===== src/rtl/cci_mpf_prim_rr_arb_onehot_pkg.sv =====
`default_nettype none
// ============================================================================
// Module      : cci_mpf_prim_rr_arb_onehot_pkg
// Description : Shared constants for the registered round-robin arbiter.
// Revision    : 1.0 - initial release
// ============================================================================
package cci_mpf_prim_rr_arb_onehot_pkg;

  // Legal span of the requestor count
  localparam int c_n_req_min = 2;
  localparam int c_n_req_max = 64;

endpackage : cci_mpf_prim_rr_arb_onehot_pkg
`default_nettype wire


===== src/rtl/cci_mpf_prim_onehot_to_bin.sv =====
`default_nettype none
// ============================================================================
// Module      : cci_mpf_prim_onehot_to_bin
// Description : One-hot to binary index decode. An all-zero input gives 0.
// Revision    : 1.0 - initial release
// ============================================================================
module cci_mpf_prim_onehot_to_bin
  import cci_mpf_prim_rr_arb_onehot_pkg::*;
#(
  parameter int ONEHOT_WIDTH = 16,
  parameter int BIN_WIDTH    = $clog2(ONEHOT_WIDTH)
) (
  input  logic [ONEHOT_WIDTH-1:0] onehot,
  output logic [BIN_WIDTH-1:0]    bin
);

  // OR together the indices of all set bits; exact for a one-hot input
  always_comb begin
    bin = '0;
    for (int i = 0; i < ONEHOT_WIDTH; i++) begin
      if (onehot[i]) begin
        bin = bin | BIN_WIDTH'(i);
      end
    end
  end

endmodule : cci_mpf_prim_onehot_to_bin
`default_nettype wire


===== src/rtl/cci_mpf_prim_rr_arb_onehot.sv =====
`default_nettype none
// ============================================================================
// Module      : cci_mpf_prim_rr_arb_onehot
// Description : Registered round-robin arbiter with one-hot grant, binary
//               grant index, valid/ready handshake and optional grant lock.
// Revision    : 1.0 - initial release
// ============================================================================
module cci_mpf_prim_rr_arb_onehot
  import cci_mpf_prim_rr_arb_onehot_pkg::*;
#(
  parameter int N_REQ     = 16,
  parameter int BIN_WIDTH = $clog2(N_REQ)
) (
  input  logic                 clk,
  input  logic                 reset_n,
  input  logic [N_REQ-1:0]     req,
  input  logic                 lock,
  output logic                 grant_valid,
  input  logic                 grant_ready,
  output logic [N_REQ-1:0]     grant_onehot,
  output logic [BIN_WIDTH-1:0] grant_bin,
  output logic [N_REQ-1:0]     req_ack
);

  if (N_REQ < c_n_req_min || N_REQ > c_n_req_max) begin : g_bad_n_req
    $error("cci_mpf_prim_rr_arb_onehot: N_REQ=%0d outside 2..64", N_REQ);
  end

  typedef enum logic [0:0] {
    S_IDLE  = 1'b0,
    S_GRANT = 1'b1
  } state_t;

  localparam logic [BIN_WIDTH:0]   c_n_req_w = (BIN_WIDTH+1)'(N_REQ);
  localparam logic [BIN_WIDTH-1:0] c_last    = BIN_WIDTH'(N_REQ - 1);

  state_t               r_state;
  logic [N_REQ-1:0]     r_grant_onehot;
  logic [BIN_WIDTH-1:0] r_ptr;
  logic                 r_locked;

  logic                 w_accept;
  logic                 w_arb;
  logic                 w_lock_hit;
  logic [N_REQ-1:0]     w_elig;
  logic [BIN_WIDTH-1:0] w_ptr_next;
  logic [N_REQ-1:0]     w_rot;
  logic [BIN_WIDTH-1:0] w_off;
  logic [BIN_WIDTH:0]   w_sum;
  logic [BIN_WIDTH-1:0] w_idx;
  logic [N_REQ-1:0]     w_next_onehot;

  assign grant_valid  = (r_state == S_GRANT);
  assign grant_onehot = r_grant_onehot;
  assign w_accept     = grant_valid & grant_ready;
  assign req_ack      = r_grant_onehot & {N_REQ{w_accept}};
  assign w_arb        = (r_state == S_IDLE) | w_accept;

  // A lock only holds while the accepted requestor still asks; otherwise
  // the accepted requestor is simply excluded for this arbitration.
  assign w_lock_hit = lock & w_accept & (|(req_ack & req));
  assign w_elig     = w_lock_hit ? (req_ack & req) : (req & ~req_ack);

  cci_mpf_prim_onehot_to_bin #(
    .ONEHOT_WIDTH (N_REQ),
    .BIN_WIDTH    (BIN_WIDTH)
  ) u_onehot_to_bin (
    .onehot (r_grant_onehot),
    .bin    (grant_bin)
  );

  // Pointer advances past the accepted index unless the grant is being locked;
  // the search already starts from the advanced pointer in the same cycle.
  always_comb begin
    w_ptr_next = r_ptr;
    if (w_accept && !lock) begin
      w_ptr_next = (grant_bin == c_last) ? '0 : grant_bin + BIN_WIDTH'(1);
    end
  end

  // Rotate eligible so the pointer lands on bit 0, then find the first set bit
  always_comb begin
    w_rot = N_REQ'({w_elig, w_elig} >> w_ptr_next);
    w_off = '0;
    for (int i = N_REQ - 1; i >= 0; i--) begin
      if (w_rot[i]) begin
        w_off = BIN_WIDTH'(i);
      end
    end
  end

  // Undo the rotation: add the pointer back, modulo N_REQ
  always_comb begin
    w_sum = {1'b0, w_ptr_next} + {1'b0, w_off};
    if (w_sum >= c_n_req_w) begin
      w_idx = BIN_WIDTH'(w_sum - c_n_req_w);
    end else begin
      w_idx = w_sum[BIN_WIDTH-1:0];
    end
    w_next_onehot = (|w_elig) ? (N_REQ'(1) << w_idx) : '0;
  end

  // Grant state machine: re-arbitrate when idle or on accept, else hold
  always_ff @(posedge clk or negedge reset_n) begin
    if (!reset_n) begin
      r_state        <= S_IDLE;
      r_grant_onehot <= '0;
      r_ptr          <= '0;
      r_locked       <= 1'b0;
    end else if (w_arb) begin
      r_grant_onehot <= w_next_onehot;
      r_state        <= (|w_elig) ? S_GRANT : S_IDLE;
      r_ptr          <= w_ptr_next;
      r_locked       <= w_lock_hit;
    end
  end

  a_onehot0 : assert property (@(posedge clk) disable iff (!reset_n)
    $onehot0(grant_onehot));
  a_valid_match : assert property (@(posedge clk) disable iff (!reset_n)
    grant_valid == (|grant_onehot));
  a_hold : assert property (@(posedge clk) disable iff (!reset_n)
    (grant_valid && !grant_ready) |=> $stable(grant_onehot));
  a_ack_zero : assert property (@(posedge clk) disable iff (!reset_n)
    !w_accept |-> (req_ack == '0));
  a_locked_valid : assert property (@(posedge clk) disable iff (!reset_n)
    r_locked |-> grant_valid);

endmodule : cci_mpf_prim_rr_arb_onehot
`default_nettype wire


===== config.mk =====
export PLATFORM = sky130hd
export DESIGN_NAME = cci_mpf_prim_rr_arb_onehot
export DESIGN_NICKNAME = d
export VERILOG_FILES = /design/src/rtl/cci_mpf_prim_rr_arb_onehot_pkg.sv /design/src/rtl/cci_mpf_prim_onehot_to_bin.sv /design/src/rtl/cci_mpf_prim_rr_arb_onehot.sv
export SDC_FILE = /design/constraint.sdc
export NUM_CORES = 1
export LEC_CHECK = 0
export ABC_AREA = 1
export BUFFER_PORTS_ARGS = -buffer_cell sky130_fd_sc_hd__buf_2
export CAP_MARGIN = 15
export CORE_MARGIN = 2
export CORE_UTILIZATION = 55
export DETAILED_ROUTE_END_ITERATION = 10
export PLACE_DENSITY_LB_ADDON = 0.08
export SYNTH_ARGS = -nofsm -noshare
export SYNTH_HDL_FRONTEND = slang
export SYNTH_SLANG_ARGS = --single-unit

===== constraint.sdc =====
create_clock -name clk -period 4.7 [get_ports clk]
set_input_delay 0.235 -clock clk [delete_from_list [all_inputs] [get_ports clk]]
set_output_delay 0.235 -clock clk [all_outputs]
set_load 0.01 [all_outputs]

* After elaboration in Yosys (flattened, before gate mapping)
Cells that the tools add are included.
** Storage, ports and cells
- Bits in registers :: 21
- Bits in latches :: 0
- Memory bits (writable) :: 0
- Memory bits (read-only) :: 0
- Bits of input ports :: 20
- Output and inout port bits :: 37
- Word-level logic and storage cells :: 60
- Memories :: 0
** Cells by class
- Add/sub/neg operators :: 3
- Multipliers :: 0
- Div/mod/pow operators :: 0
- Order comparisons :: 1
- Equality and inequality tests :: 1
- Shifts and indexed selects :: 2
- Muxes and demuxes :: 37
- Bitwise logic cells :: 9
- Reduce and logical (&&, ||, !) cells :: 4
** Operator list (count)
- 4-bit 2-to-1 mux :: 27
- 16-bit bitwise AND :: 3
- 16-bit 2-to-1 mux :: 2
- 16-bit OR reduction :: 2
- 32-bit by 4-bit >> shifter with 16-bit output :: 1
- 16-bit NOT :: 1
- 1-bit by 4-bit left shift with 16-bit output (first input constant) :: 1
- 3-bit 2-to-1 mux :: 4
- 4-bit by 4-bit adder with 5-bit output :: 1
- 5-bit >= comparator (second input constant) :: 1
- 4-bit by 1-bit adder with 4-bit output (second input constant) :: 1
- 4-bit equality test (second input constant) :: 1
- 2-bit 2-to-1 mux :: 2
- 4-bit by 1-bit subtractor with 4-bit output (second input constant) :: 1
- 1-bit bitwise AND :: 3
- 1-bit 2-to-1 mux :: 2
- 1-bit logical AND :: 1
- 1-bit logical NOT :: 1
- 1-bit NOT :: 1
- 1-bit bitwise OR :: 1

* Depth between registers and ports, before layout
- Depth in word-level cells :: 40
- Depth in mapped cells :: 41
- Depth with buffers taken out :: 39

* Cells and area by module
Synthesis repeated with hierarchy kept, for this count alone.
** Second synthesis, totals
- Cells, all modules :: 576
- Area total of the unflattened synthesis :: 3104.2 um2
** Modules (own cells, without submodules)
- cci_mpf_prim_rr_arb_onehot :: instances 1, cells an instance 539, area each 2960.3 um2
- cci_mpf_prim_onehot_to_bin :: instances 1, cells an instance 37, area each 143.9 um2

* Least setup slack after synthesis
Ideal clock, no wire load.
- Kind :: register to register
- From :: register r_grant_onehot[1] (netlist: grant_onehot[1])
- To :: register r_grant_onehot[10] (netlist: grant_onehot[10])
- Library setup time :: 0.077 ns
- Arrival :: 4.214 ns
- Data required time :: 4.623 ns
- Setup slack :: 0.409 ns
- Stages on the path, launching flop included :: 29
- Path buffers :: 1
- Period minus slack after synthesis :: 4.291 ns
- Cells stage by stage :: dfrtp_1 > nor3_1 > nand4_1 > ha_1 > inv_1 > o21ai_4 > clkinv_1 > buf_4 > nand3_1 > nand3_1 > nand2_1 > inv_1 > o21ai_0 > nand2_1 > a31oi_1 > o21ai_0 > nand2_1 > nand2_1 > nand2_1 > inv_1 > ha_1 > nand2_1 > nor2_1 > a211oi_1 > xnor2_1 > inv_1 > nand3_2 > nand3_1 > o21ai_1
** On the way
- Cells in the longest elaborated chain, start to end :: 40
** Ends and longest elaborated chain
- from (decl) :: RTL line cci_mpf_prim_rr_arb_onehot.sv:38 : logic [N_REQ-1:0] r_grant_onehot;
- from (signal assigned) :: RTL line cci_mpf_prim_rr_arb_onehot.sv:111 : r_grant_onehot <= w_next_onehot;
- 1-bit 2-to-1 mux (*) :: RTL line cci_mpf_prim_onehot_to_bin.sv:21 : if (onehot[i]) begin
- 2-bit 2-to-1 mux (*) (2 in series) :: RTL line cci_mpf_prim_onehot_to_bin.sv:21
- 3-bit 2-to-1 mux (*) (4 in series) :: RTL line cci_mpf_prim_onehot_to_bin.sv:21
- 4-bit 2-to-1 mux (*) (8 in series) :: RTL line cci_mpf_prim_onehot_to_bin.sv:21
- via grant_bin[0] :: RTL line cci_mpf_prim_rr_arb_onehot.sv:21 : output logic [BIN_WIDTH-1:0] grant_bin,
- 4-bit by 1-bit adder with 4-bit output / 4-bit equality test (equally long branches) :: RTL line cci_mpf_prim_rr_arb_onehot.sv:77 : w_ptr_next = (grant_bin == c_last) ? '0 : grant_bin + BIN_WIDTH'(1);
- 4-bit 2-to-1 mux (*) :: RTL line cci_mpf_prim_rr_arb_onehot.sv:77
- 4-bit 2-to-1 mux (*) :: RTL line cci_mpf_prim_rr_arb_onehot.sv:76 : if (w_accept && !lock) begin
- 32-bit by 4-bit >> shifter with 16-bit output :: RTL line cci_mpf_prim_rr_arb_onehot.sv:83 : w_rot = N_REQ'({w_elig, w_elig} >> w_ptr_next);
- 4-bit 2-to-1 mux (16 in series) :: RTL line cci_mpf_prim_rr_arb_onehot.sv:86 : if (w_rot[i]) begin
- 4-bit by 4-bit adder with 5-bit output (*) :: RTL line cci_mpf_prim_rr_arb_onehot.sv:94 : w_sum = {1'b0, w_ptr_next} + {1'b0, w_off};
- 4-bit by 1-bit subtractor with 4-bit output / 5-bit >= comparator (equally long branches) :: RTL line cci_mpf_prim_rr_arb_onehot.sv:96, cci_mpf_prim_rr_arb_onehot.sv:95
- 4-bit 2-to-1 mux (*) :: RTL line cci_mpf_prim_rr_arb_onehot.sv:95 : if (w_sum >= c_n_req_w) begin
- 1-bit by 4-bit left shift with 16-bit output (*) :: RTL line cci_mpf_prim_rr_arb_onehot.sv:100 : w_next_onehot = (|w_elig) ? (N_REQ'(1) << w_idx) : '0;
- 16-bit 2-to-1 mux (*) :: RTL line cci_mpf_prim_rr_arb_onehot.sv:100
The timed path passes the listed nets; every way through them passes the cells marked *.
A chain may end at the register's enable or synchronous reset.

* Final worst setup path
- From :: register r_state (netlist: grant_valid)
- To :: register r_grant_onehot[3] (netlist: grant_onehot[3])
** On the way
- Cells in the longest elaborated chain, start to end :: 28
** Ends and longest elaborated chain
- from (decl) :: RTL line cci_mpf_prim_rr_arb_onehot.sv:37 : state_t r_state;
- from (signal assigned) :: RTL line cci_mpf_prim_rr_arb_onehot.sv:112 : r_state <= (|w_elig) ? S_GRANT : S_IDLE;
- 1-bit bitwise AND :: RTL line cci_mpf_prim_rr_arb_onehot.sv:55 : assign w_accept = grant_valid & grant_ready;
- 16-bit bitwise AND :: RTL line cci_mpf_prim_rr_arb_onehot.sv:56 : assign req_ack = r_grant_onehot & {N_REQ{w_accept}};
- 16-bit bitwise AND :: RTL line cci_mpf_prim_rr_arb_onehot.sv:61, cci_mpf_prim_rr_arb_onehot.sv:62
- 16-bit OR reduction :: RTL line cci_mpf_prim_rr_arb_onehot.sv:61 : assign w_lock_hit = lock & w_accept & (|(req_ack & req));
- 1-bit bitwise AND :: RTL line cci_mpf_prim_rr_arb_onehot.sv:61
- 16-bit 2-to-1 mux :: RTL line cci_mpf_prim_rr_arb_onehot.sv:62 : assign w_elig = w_lock_hit ? (req_ack & req) : (req & ~req_ack);
- 32-bit by 4-bit >> shifter with 16-bit output :: RTL line cci_mpf_prim_rr_arb_onehot.sv:83
- 4-bit 2-to-1 mux (16 in series) :: RTL line cci_mpf_prim_rr_arb_onehot.sv:86
- 4-bit by 4-bit adder with 5-bit output :: RTL line cci_mpf_prim_rr_arb_onehot.sv:94
- 4-bit by 1-bit subtractor with 4-bit output / 5-bit >= comparator (equally long branches) :: RTL line cci_mpf_prim_rr_arb_onehot.sv:96, cci_mpf_prim_rr_arb_onehot.sv:95
- 4-bit 2-to-1 mux :: RTL line cci_mpf_prim_rr_arb_onehot.sv:95
- 1-bit by 4-bit left shift with 16-bit output :: RTL line cci_mpf_prim_rr_arb_onehot.sv:100
- 16-bit 2-to-1 mux :: RTL line cci_mpf_prim_rr_arb_onehot.sv:100
Several ways; a longest one is shown, not always the timed one.

==> reports/qor.tcl <==
set qor(finalWorstPathRequiredPeriod_ns) 4.429
set qor(critPathArrivalTime_ns) 4.62
set qor(clkSlewWorstSetupHoldPaths_ns) 0.08
set qor(report.final.slew_viol_count) 0
set qor(worst_hold_class) {in -> async}
set qor(first_global_vias) 3290
set qor(grt_max_degree) 22
set qor(filler_cell_count) 510
set qor(via_count) 3783
set qor(slowest_stage) {sky130_fd_sc_hd__fa_2}
set qor(finalSetupViolCount) 0
set qor(synth_warnings) 0
set qor(layout_worst_path_cycle_share) 0.9424
set qor(antenna_violations_before_repair) 0
set qor(coreArea_sq_um) 5473
set qor(drt_iter0_markers) 351
set qor(worst-slew-pin-transition_ns) 0.6435
set qor(count_of_distinct_cell_types_in_the_synthesized_netlist) 40
set qor(worstReg2RegStart) {grant_valid}
set qor(report.final.hold_viol_count) 0
set qor(cts.root.buffer_cell) {sky130_fd_sc_hd__clkbuf_8}
set qor(num-nets-final) 628
set qor(synthesis.instances) 533
set qor(max_slew_margin) 0.5706
set qor(num_cts_buffers) 3
set qor(cts_tree) {done}
set qor(ys_async_sr_fraction) 1.000
set qor(worst_skew_pair.late_latency_ns) 0.27
set qor(rrSetupSlack_ns) 0.27
set qor(io_pins) 57
set qor(ir_worst_vdd_v) 0.0005699
set qor(totalWireLength_um) 9919
set qor(pwr_density_cell_nw_per_um2) 684.5
set qor(routed_wire_length_per_instance_um) 14.72
set qor(final_antenna_net_count) 0
set qor(synth_sequential_area_ratio) 0.1702
set qor(viasPerCell) 5.613
set qor(most_frequent_cells_in_the_layout) {sky130_fd_sc_hd__nand2_1 (143), sky130_fd_sc_hd__nand3_1 (115), sky130_fd_sc_hd__inv_1 (77)}
set qor(status) {finished clean}
set qor(drv.max_cap_violation_count) 0
set qor(critical_path_class) {reg -> reg}
set qor(drive_gt1_frac) 0.2724
set qor(cts-htree-levels) 1
set qor(critical_path.most_common_cell) {sky130_fd_sc_hd__nand2_1}
set qor(timing.critical_path.slowest_cell_delay_ns) 0.47
set qor(crit_family) {simple AND/OR/NAND/NOR gates}
set qor(synth_area_sq_um) 3087
set qor(floorplan.initialDensity) 0.5640
set qor(portBuffers) 56
set qor(global_route.usage.total) 0.3030
set qor(firstDrtPassIters) 5
set qor(n_antenna_cell) 0
set qor(static-leakage-power_nw) 2.173
set qor(dieWidth_um) 78.92
set qor(num_rows) 27
set qor(die_h_um) 78.92
set qor(finalSetupTns_ns) 0
set qor(ys_ff_latch) 21
set qor(synth-edff-count) 0
set qor(worst-path-buf-inv) 5
set qor(setup.worst_path.start) {grant_valid}
set qor(synth_area_per_cell_sq_um) 5.791
set qor(flow.area_growth_from_synthesis_pct) 20.11
set qor(overflow) 0
set qor(max_clock_freq_ghz) 0.2258
set qor(end_kind) {flip-flop}
set qor(hpwlAfterDp_um) 7609
set qor(synth.net_count) 558
set qor(finalClockSkew_ns) 0.001646
set qor(p_total_w) 0.002538
set qor(drc) 0
set qor(dieArea_sq_um) 6228
set qor(depth_of_the_critical_timing_path_with_buffers_and_inverters_included) 40
set qor(numClockSinks) 21
set qor(critical_path.endpoint) {grant_onehot[3]}
set qor(cts_buffer_depth) 2
set qor(gp_congestion) 1.118
set qor(worst_setup_path_start_kind) {flip-flop}
set qor(synth-main-ff-cell) {sky130_fd_sc_hd__dfrtp_1}
set qor(cp_data_required_time_ns) 4.89
set qor(first_pass_grt_wire_length_um) 15120
set qor(regToRegEndpoint) {grant_onehot[3]}
set qor(worst_r2r_path_depth) 40
set qor(worstPathMaxFanout) 9
set qor(layout_commonest_cell) {sky130_fd_sc_hd__nand2_1}
## where the power goes
group,leakage (nW),switching (W),internal [W]
Clock,0.0217,0.0000658,0.0000601
Combinational,1.88,0.00142,0.000747
Sequential,0.273,0.0000288,0.000220
## metal layers
metal | routed length [um] | up-vias | global-route usage
met1 | 4030 | 1704 | 0.3964
li1 | - | 1853 | -
met2 | 4812 | 204 | 0.5453
met3 | 869 | 22 | 0.03636
met4 | 206 | 0 | 0.05000
met5 | 0 | - | 0
## Yosys cell counts, types with 2 or more instances
cell,number,share of area
sky130_fd_sc_hd__nand2_1,146,0.18
sky130_fd_sc_hd__nand3_1,116,0.19
sky130_fd_sc_hd__inv_1,81,0.098
sky130_fd_sc_hd__nor2_1,33,0.040
sky130_fd_sc_hd__dfrtp_1,21,0.17
sky130_fd_sc_hd__o21ai_1,20,0.032
sky130_fd_sc_hd__nor2_2,18,0.036
sky130_fd_sc_hd__nand3_2,13,0.042
sky130_fd_sc_hd__buf_4,9,0.022
sky130_fd_sc_hd__o21ai_0,9,0.015
sky130_fd_sc_hd__nand2_2,7,0.014
sky130_fd_sc_hd__nand2_4,6,0.022
sky130_fd_sc_hd__nand4_1,5,0.010
sky130_fd_sc_hd__a21oi_1,4,0.0065
sky130_fd_sc_hd__ha_1,4,0.016
sky130_fd_sc_hd__inv_2,4,0.0049
sky130_fd_sc_hd__nor4_1,4,0.0081
sky130_fd_sc_hd__a31oi_1,3,0.0061
sky130_fd_sc_hd__buf_2,3,0.0049
sky130_fd_sc_hd__a21o_1,2,0.0049
sky130_fd_sc_hd__and2_1,2,0.0041
sky130_fd_sc_hd__nor3_1,2,0.0032
sky130_fd_sc_hd__o21ai_2,2,0.0057
sky130_fd_sc_hd__o21ai_4,2,0.011
sky130_fd_sc_hd__xor2_1,2,0.0057
## logic make-up after synthesis
| kind of cell | after synthesis | share of synthesized area |
|---|---|---|
| simple gates | 357 | 0.5626 |
| buf+inv | 103 | 0.1504 |
| compound gates | 44 | 0.08553 |
| flops | 21 | 0.1702 |
| fa+ha+maj | 5 | 0.02270 |
| xor+xnor | 3 | 0.008514 |
## worst min path at each step
stage | from | end | cells past startpoint
2_1_floorplan | reset_n | grant_onehot[0] | 0
3_5_place_dp | reset_n | r_ptr[2] | 1
3_3_place_gp | reset_n | r_ptr[2] | 1
5_1_grt | reset_n | r_ptr[3] | 2
4_1_cts | reset_n | r_ptr[0] | 2
6_report | reset_n | r_ptr[2] | 2
## worst register-to-register path: cells and delay by family, from the launching register on
kind                       cells  cell delay, ns
buffers and inverters          5            0.51
and+or+nand+nor               31            2.58
AOI/OAI and AO/OA              2            0.15
DFF                            1            0.44
adders and majority gates      2            0.67
## cell type report
type                    instances  area [sq um]  share of cell area
clock buffers                   3         41.29             0.01114
clock inverters                 1         7.507            0.002025
inverters                      86         326.6             0.08809
multi-input cells             412          2233              0.6024
flip-flops and latches         21         529.3              0.1428
well taps                      72         90.09             0.02430
repair buffers                 79         479.2              0.1293
## stage by stage
stage	utilization	hold slack, ns	cell area [sq um]	setup WS, ns	std cells
after floorplan	-	-0.06059	3087	0.4093	533
after global placement	0.6209	0.2076	3398	0.04452	655
after detailed placement	0.6209	0.2178	3398	-0.03172	655
after CTS	0.6319	0.4571	3458	0.1281	660
after global routing	0.6774	0.4993	3707	-0.09747	674
final	0.6774	0.4447	3707	0.2705	674
## what timing repair did
item	in CTS	in global routing
pin swaps	0	8
buffers inserted	0	11
gates cloned	0	3
setup endpoints to repair	12	16
endpoints found under the hold margin	21	0
resized for setup	1	34
hold buffers	1	0
## state kept, by name, summed over array words and instances (netlist names)
name,flops
grant_onehot,16
r_ptr,4
grant_valid,1
Note: power is estimated with default switching activity, not from simulation.
